[config.mk]
export PLATFORM = sky130hd
export DESIGN_NAME = ram_word_port
export DESIGN_NICKNAME = d
export VERILOG_FILES = /design/src/rtl/ram_word_port_pkg.sv /design/src/rtl/ram_lane_sel.sv /design/src/rtl/ram_word_port.sv
export SDC_FILE = /design/constraint.sdc
export NUM_CORES = 1
export LEC_CHECK = 0
export ABC_AREA = 1
export BUFFER_PORTS_ARGS = -buffer_cell sky130_fd_sc_hd__buf_2
export CAP_MARGIN = 0
export CORE_MARGIN = 2
export CORE_UTILIZATION = 52
export CTS_CLUSTER_SIZE = 28
export DETAILED_ROUTE_END_ITERATION = 6
export PLACE_DENSITY = 0.77
export REMOVE_ABC_BUFFERS = 1
export SKIP_CTS_REPAIR_TIMING = 1
export SLEW_MARGIN = 15
export SYNTH_ARGS = -nofsm -noshare
export SYNTH_HDL_FRONTEND = slang
export SYNTH_HIERARCHICAL = 1
export SYNTH_SLANG_ARGS = --single-unit
export TNS_END_PERCENT = 1
[constraint.sdc]
create_clock -name clk -period 4.6 [get_ports clk]
set_clock_uncertainty 0.2 [all_clocks]
set_input_delay 0.23 -clock clk [delete_from_list [all_inputs] [get_ports clk]]
set_output_delay 0.23 -clock clk [all_outputs]
set_load 0.01 [all_outputs]
[src/rtl/ram_word_port_pkg.sv]
// Shared types and helpers for the word-to-byte RAM access sequencer.
package ram_word_port_pkg;

    localparam int unsigned LANES  = 4;
    localparam int unsigned LANE_W = 2;

    typedef logic [LANE_W-1:0] lane_t;

    typedef enum logic [2:0] {
        IDLE,
        WRITE,
        READ,
        DRAIN,
        RESP
    } state_t;

    // Result of a lane search: lane index plus a flag set when no lane qualifies.
    typedef struct packed {
        logic  none;
        lane_t lane;
    } lane_pick_t;

    // Lowest enabled lane strictly above cur; none=1 when cur was the last one.
    function automatic lane_pick_t next_lane(input logic [LANES-1:0] be, input lane_t cur);
        lane_pick_t r;
        r.none = 1'b1;
        r.lane = '0;
        // Descending scan so the lowest qualifying lane is the one left standing.
        for (int unsigned i = LANES; i > 0; i--) begin
            if ((i - 1) > 32'(cur) && be[i-1]) begin
                r.none = 1'b0;
                r.lane = lane_t'(i - 1);
            end
        end
        return r;
    endfunction

endpackage

[src/rtl/ram_lane_sel.sv]
// Priority lane picker: first enabled lane of a mask, and next enabled lane above cur.
module ram_lane_sel
    import ram_word_port_pkg::*;
(
    input  logic [LANES-1:0] mask,
    input  lane_t            cur,
    output lane_t            first_lane,
    output logic             first_none,
    output lane_t            next_idx,
    output logic             next_none
);

    lane_pick_t nxt;

    // Lowest set bit of the mask, used when a request is accepted.
    always_comb begin
        first_lane = '0;
        first_none = 1'b1;
        for (int unsigned i = LANES; i > 0; i--) begin
            if (mask[i-1]) begin
                first_lane = lane_t'(i - 1);
                first_none = 1'b0;
            end
        end
    end

    // Successor lane while a request is being sequenced.
    always_comb begin
        nxt       = next_lane(mask, cur);
        next_idx  = nxt.lane;
        next_none = nxt.none;
    end

endmodule

[src/rtl/ram_word_port.sv]
// Word-to-byte access sequencer: splits one 32-bit load/store into byte RAM
// accesses in ascending lane order and reassembles loads little-endian.
module ram_word_port
    import ram_word_port_pkg::*;
#(
    parameter int unsigned ADDR_W = 11,
    parameter int unsigned LANES  = 4
) (
    input  logic                 clk,
    input  logic                 rst,
    input  logic                 i_req_valid,
    output logic                 o_req_ready,
    input  logic                 i_req_we,
    input  logic [ADDR_W-1:0]    i_req_addr,
    input  logic [LANES-1:0]     i_req_be,
    input  logic [8*LANES-1:0]   i_req_wdata,
    output logic                 o_rsp_valid,
    output logic [8*LANES-1:0]   o_rdata,
    output logic                 o_ram_we,
    output logic [ADDR_W-1:0]    o_ram_waddr,
    output logic [ADDR_W-1:0]    o_ram_raddr,
    output logic [7:0]           o_ram_wdata,
    input  logic [7:0]           i_ram_rdata
);

    state_t                state_q, state_d;

    logic                  we_q;
    logic [ADDR_W-3:0]     base_q;
    logic [LANES-1:0]      be_q;
    logic [8*LANES-1:0]    wdata_q;
    lane_t                 lane_q;
    lane_t                 cap_lane_q;
    logic                  cap_pend_q;
    logic [8*LANES-1:0]    asm_q;
    logic [8*LANES-1:0]    asm_cap;
    logic [8*LANES-1:0]    rdata_q;

    logic                  ram_we_q;
    logic [ADDR_W-1:0]     waddr_q;
    logic [ADDR_W-1:0]     raddr_q;
    logic [7:0]            ram_wdata_q;

    logic [LANES-1:0]      sel_mask;
    lane_t                 first_lane;
    logic                  first_none;
    lane_t                 next_idx;
    logic                  next_none;
    logic                  accept;

    // Word base only; the byte offset bits of the request address are don't-care.
    logic                  unused_addr_bits;
    assign unused_addr_bits = &i_req_addr[1:0];

    assign accept   = (state_q == IDLE) && i_req_valid;
    assign sel_mask = (state_q == IDLE) ? i_req_be : be_q;

    ram_lane_sel u_lane_sel (
        .mask       (sel_mask),
        .cur        (lane_q),
        .first_lane (first_lane),
        .first_none (first_none),
        .next_idx   (next_idx),
        .next_none  (next_none)
    );

    // State register.
    always_ff @(posedge clk or posedge rst) begin
        if (rst) begin
            state_q <= IDLE;
        end else begin
            state_q <= state_d;
        end
    end

    // Next-state selection; lane sequencing ends when no enabled lane remains.
    always_comb begin
        state_d = state_q;
        case (state_q)
            IDLE: begin
                if (i_req_valid) begin
                    if (first_none)    state_d = RESP;
                    else if (i_req_we) state_d = WRITE;
                    else               state_d = READ;
                end
            end
            WRITE:   if (next_none) state_d = RESP;
            READ:    if (next_none) state_d = DRAIN;
            DRAIN:   state_d = RESP;
            RESP:    state_d = IDLE;
            default: state_d = IDLE;
        endcase
    end

    // Assembly register with the byte returned for the previously issued read lane merged in.
    always_comb begin
        asm_cap = asm_q;
        asm_cap[{cap_lane_q, 3'b000} +: 8] = i_ram_rdata;
    end

    // Request latch, RAM port registers and load assembly.
    // RAM-side outputs are registered one lane ahead so the first access lands in the cycle after accept.
    always_ff @(posedge clk or posedge rst) begin
        if (rst) begin
            we_q        <= 1'b0;
            base_q      <= '0;
            be_q        <= '0;
            wdata_q     <= '0;
            lane_q      <= '0;
            cap_lane_q  <= '0;
            cap_pend_q  <= 1'b0;
            asm_q       <= '0;
            rdata_q     <= '0;
            ram_we_q    <= 1'b0;
            waddr_q     <= '0;
            raddr_q     <= '0;
            ram_wdata_q <= '0;
        end else begin
            case (state_q)
                IDLE: begin
                    if (accept) begin
                        we_q       <= i_req_we;
                        base_q     <= i_req_addr[ADDR_W-1:2];
                        be_q       <= i_req_be;
                        wdata_q    <= i_req_wdata;
                        asm_q      <= '0;
                        lane_q     <= first_lane;
                        cap_pend_q <= 1'b0;
                        if (first_none) begin
                            if (!i_req_we) rdata_q <= '0;
                        end else if (i_req_we) begin
                            ram_we_q    <= 1'b1;
                            waddr_q     <= {i_req_addr[ADDR_W-1:2], first_lane};
                            ram_wdata_q <= i_req_wdata[{first_lane, 3'b000} +: 8];
                        end else begin
                            raddr_q <= {i_req_addr[ADDR_W-1:2], first_lane};
                        end
                    end
                end
                WRITE: begin
                    if (next_none) begin
                        ram_we_q <= 1'b0;
                    end else begin
                        lane_q      <= next_idx;
                        waddr_q     <= {base_q, next_idx};
                        ram_wdata_q <= wdata_q[{next_idx, 3'b000} +: 8];
                    end
                end
                READ: begin
                    if (cap_pend_q) asm_q <= asm_cap;
                    cap_lane_q <= lane_q;
                    cap_pend_q <= 1'b1;
                    if (!next_none) begin
                        lane_q  <= next_idx;
                        raddr_q <= {base_q, next_idx};
                    end
                end
                DRAIN: begin
                    asm_q      <= asm_cap;
                    cap_pend_q <= 1'b0;
                    if (!we_q) rdata_q <= asm_cap;
                end
                default: ;
            endcase
        end
    end

    assign o_req_ready = (state_q == IDLE);
    assign o_rsp_valid = (state_q == RESP);
    assign o_rdata     = rdata_q;
    assign o_ram_we    = ram_we_q;
    assign o_ram_waddr = waddr_q;
    assign o_ram_raddr = raddr_q;
    assign o_ram_wdata = ram_wdata_q;

endmodule
==> results of run 1 <==
==> tightest hold or removal path: cells and delay by family <==
kind            cells  cell delay [ns]
compound gates      1             0.07
buf+inv             1             0.12
simple gates        3             0.20
==> state kept, by name, indices dropped and copies added (netlist names) <==
name / cells
asm_q: 32
state_q: 3
cap_lane_q: 2
wdata_q: 32
o_ram_wdata: 8
be_q: 4
we_q: 1
o_ram_waddr: 11
lane_q: 2
base_q: 9
o_ram_raddr: 11
cap_pend_q: 1
o_ram_we: 1
o_rdata: 32
==> cell type report <==
| cell class | instances | area share, % |
|---|---|---|
| timing repair buffer | 174 | 11.7 |
| sequential | 149 | 38.8 |
| tap | 188 | 2.45 |
| multi-input combinational | 775 | 35.7 |
| clock buffer | 19 | 4.61 |
| clock inverter | 13 | 2.13 |
| inverter | 119 | 4.70 |
==> report_power, final <==
group,internal [uW],switching [uW]
clock network,975,555
registers,1710,221
logic,915,2180
total,3600,2950
==> placed cells by master (no fill, tap or decap), types with 2 or more instances in the layout <==
cell	Yosys	layout
clkinv_1	3	3
dlygate4sd3_1	0	47
clkinvlp_4	0	3
buf_2	17	121
buf_4	1	6
bufinv_16	0	5
a21oi_1	36	36
ha_1	5	5
clkinv_4	0	2
o21ai_1	19	19
nand2_4	2	2
o21ai_2	22	22
clkinv_2	0	3
o21ai_0	80	80
inv_1	110	109
inv_2	6	6
clkbuf_16	0	17
nand4_1	9	9
nor2_1	16	16
nand3_1	47	47
nor3_1	2	2
nand2_1	526	526
dfrtp_1	149	149
nand3_4	4	4
==> through the flow <==
stage / hold slack [ns] / cell area (um2) / setup WS, ns / utilization (%) / cells
floorplan: 0.140 / 7600 / 0.162 / - / 1043
global placement: 0.224 / 8490 / 1.50 / 56.5 / 1358
detailed placement: 0.222 / 8490 / 1.41 / 56.5 / 1358
CTS: -0.228 / 9140 / 1.39 / 60.8 / 1390
global route: 0.0542 / 9610 / 1.13 / 63.9 / 1437
finish: 0.0368 / 9610 / 1.45 / 63.9 / 1437
==> routing by layer <==
layer,vias to the layer above,track usage (%),wire (um)
met4,0,9.05,378
met2,212,39.8,9360
met5,-,0,0
met1,3391,32.0,8660
li1,3666,-,-
met3,37,4.61,922
==> kinds of logic after synthesis <==
family                   Yosys count
flip-flops                       149
AO/OA/AOI/OAI                    158
buffers and inverters            168
adder cells (fa/ha/maj)            5
AND/OR/NAND/NOR                  612
==> final timing paths <==
check | endpoint | slack (ns)
worst min-delay path | o_rdata[16] | 0.04
worst max register to register | o_rdata[3] | 1.45
min in group asynchronous | o_rdata[12] | 0.28
worst max-delay path | o_rdata[3] | 1.45
worst min register to register | o_rdata[17] | 0.27
max in group asynchronous | wdata_q[16] | 2.87
==> results.cfg, run 1 <==
[floorplan]
initial_utilization_pct = 52.5
fp-row-count = 45
die_w_um = 127
die_h_um = 127
dieArea_um2 = 16200
pin_count = 124
core_area_um2 = 15000

[setup_path]
critPathRequiredTime_ns = 4.70
cp-startpoint = state_q[0]
slowest_stage = nand4_2
cp_slowest_stage_delay_ns = 0.68
r2r_cells = 12
cp_common_cell = nand2_1
path_max_fanout = 32
start_kind = flip-flop
path_buf_inv = 2
arrival_ns = 3.25
endpoint_kind = flip-flop
crit_family = simple AND/OR/NAND/NOR gates
worst-path-stages = 12
critPathKind = reg -> reg
crit_chain = nor2_8 -> nand2_4 -> inv_2 -> o21ai_0 -> nor2_1 -> nand2_1 -> nor2_1 -> inv_1 -> nand3_1 -> nand4_2 -> nand2_1 -> nand2_1
r2r_start = state_q[0]

[grt]
grt_usage_pct = 24.2
overflow = 0
grt_pass1_wl_mm = 31.8
antenna_found_initial = 0
grt_max_degree = 82
grt_pass1_vias = 6699

[hold_path]
hp-class = in -> reg
hold_start = i_ram_rdata[0]
min_path_cells = 5

[clock_network]
cts_root_buf = clkbuf_16
clock_sinks = 149
cts_buffer_depth = 2
clk_pin_slew_ns = 0.06
cts_tree = yes
cts_buffers = 17
clk_latency_ns = 0.42
h-tree-depth = 4

[timing]
slew_headroom_pct = 23.4
hold_violations = 0
max_freq_mhz = 317
tns_ns = 0
tightest_slew_ns = 1.15
slew_viol_final = 0
setup_violations = 0
fin_crit_ns = 3.15
fin_crit_sh_pct = 68.5
rsz0062_at_grt = no

[yosys]
yosysTopAreaCell = dfrtp_1
seq_area_frac_synth_pct = 47.3
synth_top_area_share_pct = 47.3
synth_compound_area_share_pct = 11.1
yosys_register_bits = 149
synthXorXnorAreaFrac_pct = 0
synth.area.mux_share_pct = 0
synth_cell_type_count = 29
synth_common_cells = nand2_1 (526), dfrtp_1 (149), inv_1 (110)
yosysWarnings = 6
synth_most_common_cell = nand2_1
ys_async_sr_fraction_pct = 100
synth_edf_count = 0
synth_flop_cell = dfrtp_1
netlist_instances = 1092
synthAdderAreaFrac_pct = 0.793
synth-simple-area-share_pct = 31.6
synth.avg_cell_area_um2 = 7.22
synth_top_family_by_area = simple AND/OR/NAND/NOR gates
synth.cell_area_um2 = 7890
synth.area.top_cells = dfrtp_1 (47%), nand2_1 (25%), inv_1 (5.2%), o21ai_0 (5.1%), nand3_1 (3.0%)

[routing]
dr.first_iter.drc_count = 640
drcViolationCount = 0
first_pass_iters = 5
routed-via-count = 7306
routed_via_density = 5.08
routedWlPerCell_um = 13.4
wl_mm = 19.3
ant_nets = 0

[cells_and_area]
regArea_um2 = 3730
area_growth_syn_to_layout_pct = 21.9
num-nets-final = 1300
multiInputGateArea_um2 = 3430
fillers = 1287
n_antenna_cell = 0
final_layout_size_suffix_gt1_share_pct = 15.9

[power]
ir_drop_mv = 0.359
p_total_uw = 6550
p_per_area_nw_per_um2 = 682
p_leak_uw = 0.00533

[placement]
finalWeightedCongestion = 0.820
dp_hpwl_mm = 11.8
port_buffers = 121

[run_status]
status = finished, final reports clean

[run]
cap_viol_max_count = 0
No activity file was read; power rests on OpenSTA's default activity.
==> run 2, diff against run 1 <==
--- a/config.mk
+++ b/config.mk
@@ -5,14 +5,14 @@
 export SDC_FILE = /design/constraint.sdc
 export NUM_CORES = 1
 export LEC_CHECK = 0
-export ABC_AREA = 1
+export ABC_AREA = 0
 export BUFFER_PORTS_ARGS = -buffer_cell sky130_fd_sc_hd__buf_2
 export CAP_MARGIN = 0
 export CORE_MARGIN = 2
-export CORE_UTILIZATION = 52
+export CORE_UTILIZATION = 56
 export CTS_CLUSTER_SIZE = 28
 export DETAILED_ROUTE_END_ITERATION = 6
-export PLACE_DENSITY = 0.77
+export PLACE_DENSITY = 0.8
 export REMOVE_ABC_BUFFERS = 1
 export SKIP_CTS_REPAIR_TIMING = 1
 export SLEW_MARGIN = 15
==> constraint.sdc (replaced) <==
create_clock -name clk -period 3 [get_ports clk]
set_clock_uncertainty 0.2 [all_clocks]
set_input_delay 0.15 -clock clk [delete_from_list [all_inputs] [get_ports clk]]
set_output_delay 0.15 -clock clk [all_outputs]
set_load 0.01 [all_outputs]
==> run 2 against run 1 <==
The flow now finishes with violations (negative setup slack). Via count down 28%. Total power up 59%. Non-clock buffer count up 25. Core utilization up 9.8 points. Sequential power up 70%. Wire length down 10%. Die area down 14%. Combinational power up 54%. Largest cell class unchanged.
==> results.cfg, run 2 <==
[run_status]
status = finished, violations left
violations = negative setup slack

[placement]
finalWeightedCongestion = 0.805
pre_cts_ws_ns = -0.0106
dp_hpwl_mm = 10.5
port_buffers = 121

[yosys]
yosys_register_bits = 149
yosysWarnings = 6
synth_flop_cell = dfrtp_1
synth_common_cells = dfrtp_1 (149), mux2_2 (90), o2bb2ai_1 (57)
synth_cell_type_count = 51
ys_async_sr_fraction_pct = 100
seq_area_frac_synth_pct = 51.5
synth.avg_cell_area_um2 = 13.8
netlist_instances = 524
synth_edf_count = 0
synth.area.top_cells = dfrtp_1 (52%), mux2_2 (14%), o2bb2ai_1 (6.9%), mux4_1 (5.8%), nor2b_1 (3.9%)
yosysTopAreaCell = dfrtp_1
synth.cell_area_um2 = 7240
synth_most_common_cell = dfrtp_1
synth_top_area_share_pct = 51.5

[timing]
slew_headroom_pct = 44.9
fin_crit_ns = 3.08
fin_crit_sh_pct = 103
slew_viol_final = 0
tns_ns = -0.408
setup_slack_ns = -0.0805
rsz0062_at_grt = yes
tightest_slew_ns = 0.826
setup_violations = 8
hold_violations = 0
max_freq_mhz = 325

[routing]
routedWlPerCell_um = 19.5
routed-via-count = 5271
first_pass_iters = 4
ant_nets = 0
wl_mm = 17.4
drcViolationCount = 0
routed_via_density = 5.92
dr.first_iter.drc_count = 322

[setup_path]
critPathKind = reg -> reg
crit_family = multiplexers
start_kind = flip-flop
cp_slowest_stage_delay_ns = 0.56
slowest_stage = mux4_1
cp_common_cell = mux2_2
critPathRequiredTime_ns = 3.11
path_max_fanout = 6
endpoint_kind = flip-flop
crit_chain = nor3_4 -> buf_6 -> mux2_2 -> nand2_1 -> a211oi_2 -> buf_4 -> mux4_1 -> mux2_2 -> mux2_4
path_buf_inv = 2
arrival_ns = 3.19

[grt]
grt_pass1_vias = 5208
antenna_found_initial = 0
grt_max_degree = 112
grt_usage_pct = 24.3
overflow = 0
grt_pass1_wl_mm = 26.7

[clock_network]
clock_sinks = 149
cts_buffers = 17
h-tree-depth = 4
cts_buffer_depth = 2
clk_pin_slew_ns = 0.06
cts_root_buf = clkbuf_16
clk_latency_ns = 0.42
cts_tree = yes

[cells_and_area]
area_growth_syn_to_layout_pct = 28.6
final_cell_mix = dfrtp_1 (149), buf_2 (121), mux2_2 (89)
fillers = 829
final_common_cell = dfrtp_1
num-nets-final = 769
n_antenna_cell = 0
final_layout_size_suffix_gt1_share_pct = 40.8

[floorplan]
initial_utilization_pct = 57.3
fp-row-count = 41
die_w_um = 118
die_h_um = 118
pin_count = 124
dieArea_um2 = 13800
core_area_um2 = 12600

[power]
p_per_area_nw_per_um2 = 1120
netSwitchingPower_uw = 3580
power.share.clock_pct = 22.9
comb_power_share_pct = 45.7
sw_frac_of_total_pct = 34.3
ir_drop_mv = 0.665
p_int_uw = 6870
p_seq_share_pct = 31.5
p_leak_uw = 0.00423

[run]
cap_viol_max_count = 0

[hold_path]
hp-class = in -> async
run 2: changes by cell type after synthesis, moves of 9 or more:
cell       change
mux2_2        +90
mux4_1        +16
o21ai_1       -18
o21ai_2       -22
nand3_1       -46
inv_1        -105
o21ai_0       -78
mux2_4        +16
nor2b_1       +45
nand2_1      -520
nand4_1        -9
a21oi_1       -21
o2bb2ai_1     +57
a31oi_1       +24
run 2: area by class of cell:
class                           instances  area [um2]  share of cell area, %
Clock buffer                           24         502                   5.39
Inverter                                6        27.5                  0.296
Timing Repair Buffer                  199        1370                   14.8
Clock inverter                          8         168                   1.80
Multi-Input combinational cell        332        3290                   35.4
Sequential cell                       149        3730                   40.1
Tap cell                              172         215                   2.31
run 2: kinds of logic (layout without fill, tap and decap cells):
group | after synthesis | in the layout | synth area share [%]
buffers and inverters | 43 | 237 | 3.41
flip-flops | 149 | 149 | 51.5
AO/OA/AOI/OAI | 123 | 123 | 13.4
XOR/XNOR | 1 | 1 | 0.121
adder cells (fa/ha/maj) | 5 | 5 | 0.864
AND/OR/NAND/NOR | 75 | 75 | 6.66
multiplexers | 128 | 128 | 24.1
run 2: worst reg2reg max path: cells and delay by family, from the launching register on:
family | cells | cell delay, ns
AO/OA/AOI/OAI | 1 | 0.27
buffers and inverters | 2 | 0.36
flip-flops | 1 | 0.41
multiplexers | 4 | 1.33
AND/OR/NAND/NOR | 2 | 0.38
run 2: metrics by stage:
step	instances	power, uW	hold slack [ns]	cell area (um2)	util, %
floorplan	487	6370	0.0847	7010	-
global placement	800	7610	-0.0385	8030	63.6
detailed placement	800	7830	-0.0271	8030	63.6
CTS	832	10300	-0.478	8700	68.9
global route	890	11000	0.119	9310	73.7
finish	890	10400	0.118	9310	73.7
run 2: path summary, 6_finish.rpt:
kind                            slack (ns)        endpoint        start  cells past startpoint
worst max-delay path                 -0.08  o_ram_wdata[1]   state_q[2]                      9
worst min-delay path                  0.12  o_ram_wdata[7]          rst                      3
worst max register to register       -0.08  o_ram_wdata[1]   state_q[2]                      9
worst min register to register        0.28     o_rdata[21]  o_rdata[21]                      1
max in group asynchronous             1.58      wdata_q[5]          rst                      4
min in group clk                      0.28     o_rdata[21]  o_rdata[21]                      1
run 2: per-layer routing:
metal | GRT usage (%) | vias to the layer above | part of all wire (%)
met5 | 0 | - | 0
met1 | 31.3 | 2663 | 41
li1 | - | 2363 | -
met4 | 10.2 | 0 | 3.2
met3 | 5.57 | 43 | 4.7
met2 | 39.9 | 202 | 51
run 2: power groups by stage:
stage                     registers [uW]  clock network [uW]  logic (uW)
after floorplan                     3440                   0        2940
after global placement              3230                   0        4380
after detailed placement            3280                   0        4550
after CTS                           3260                2410        4590
after global routing                3370                2520        5130
final                               3290                2390        4770
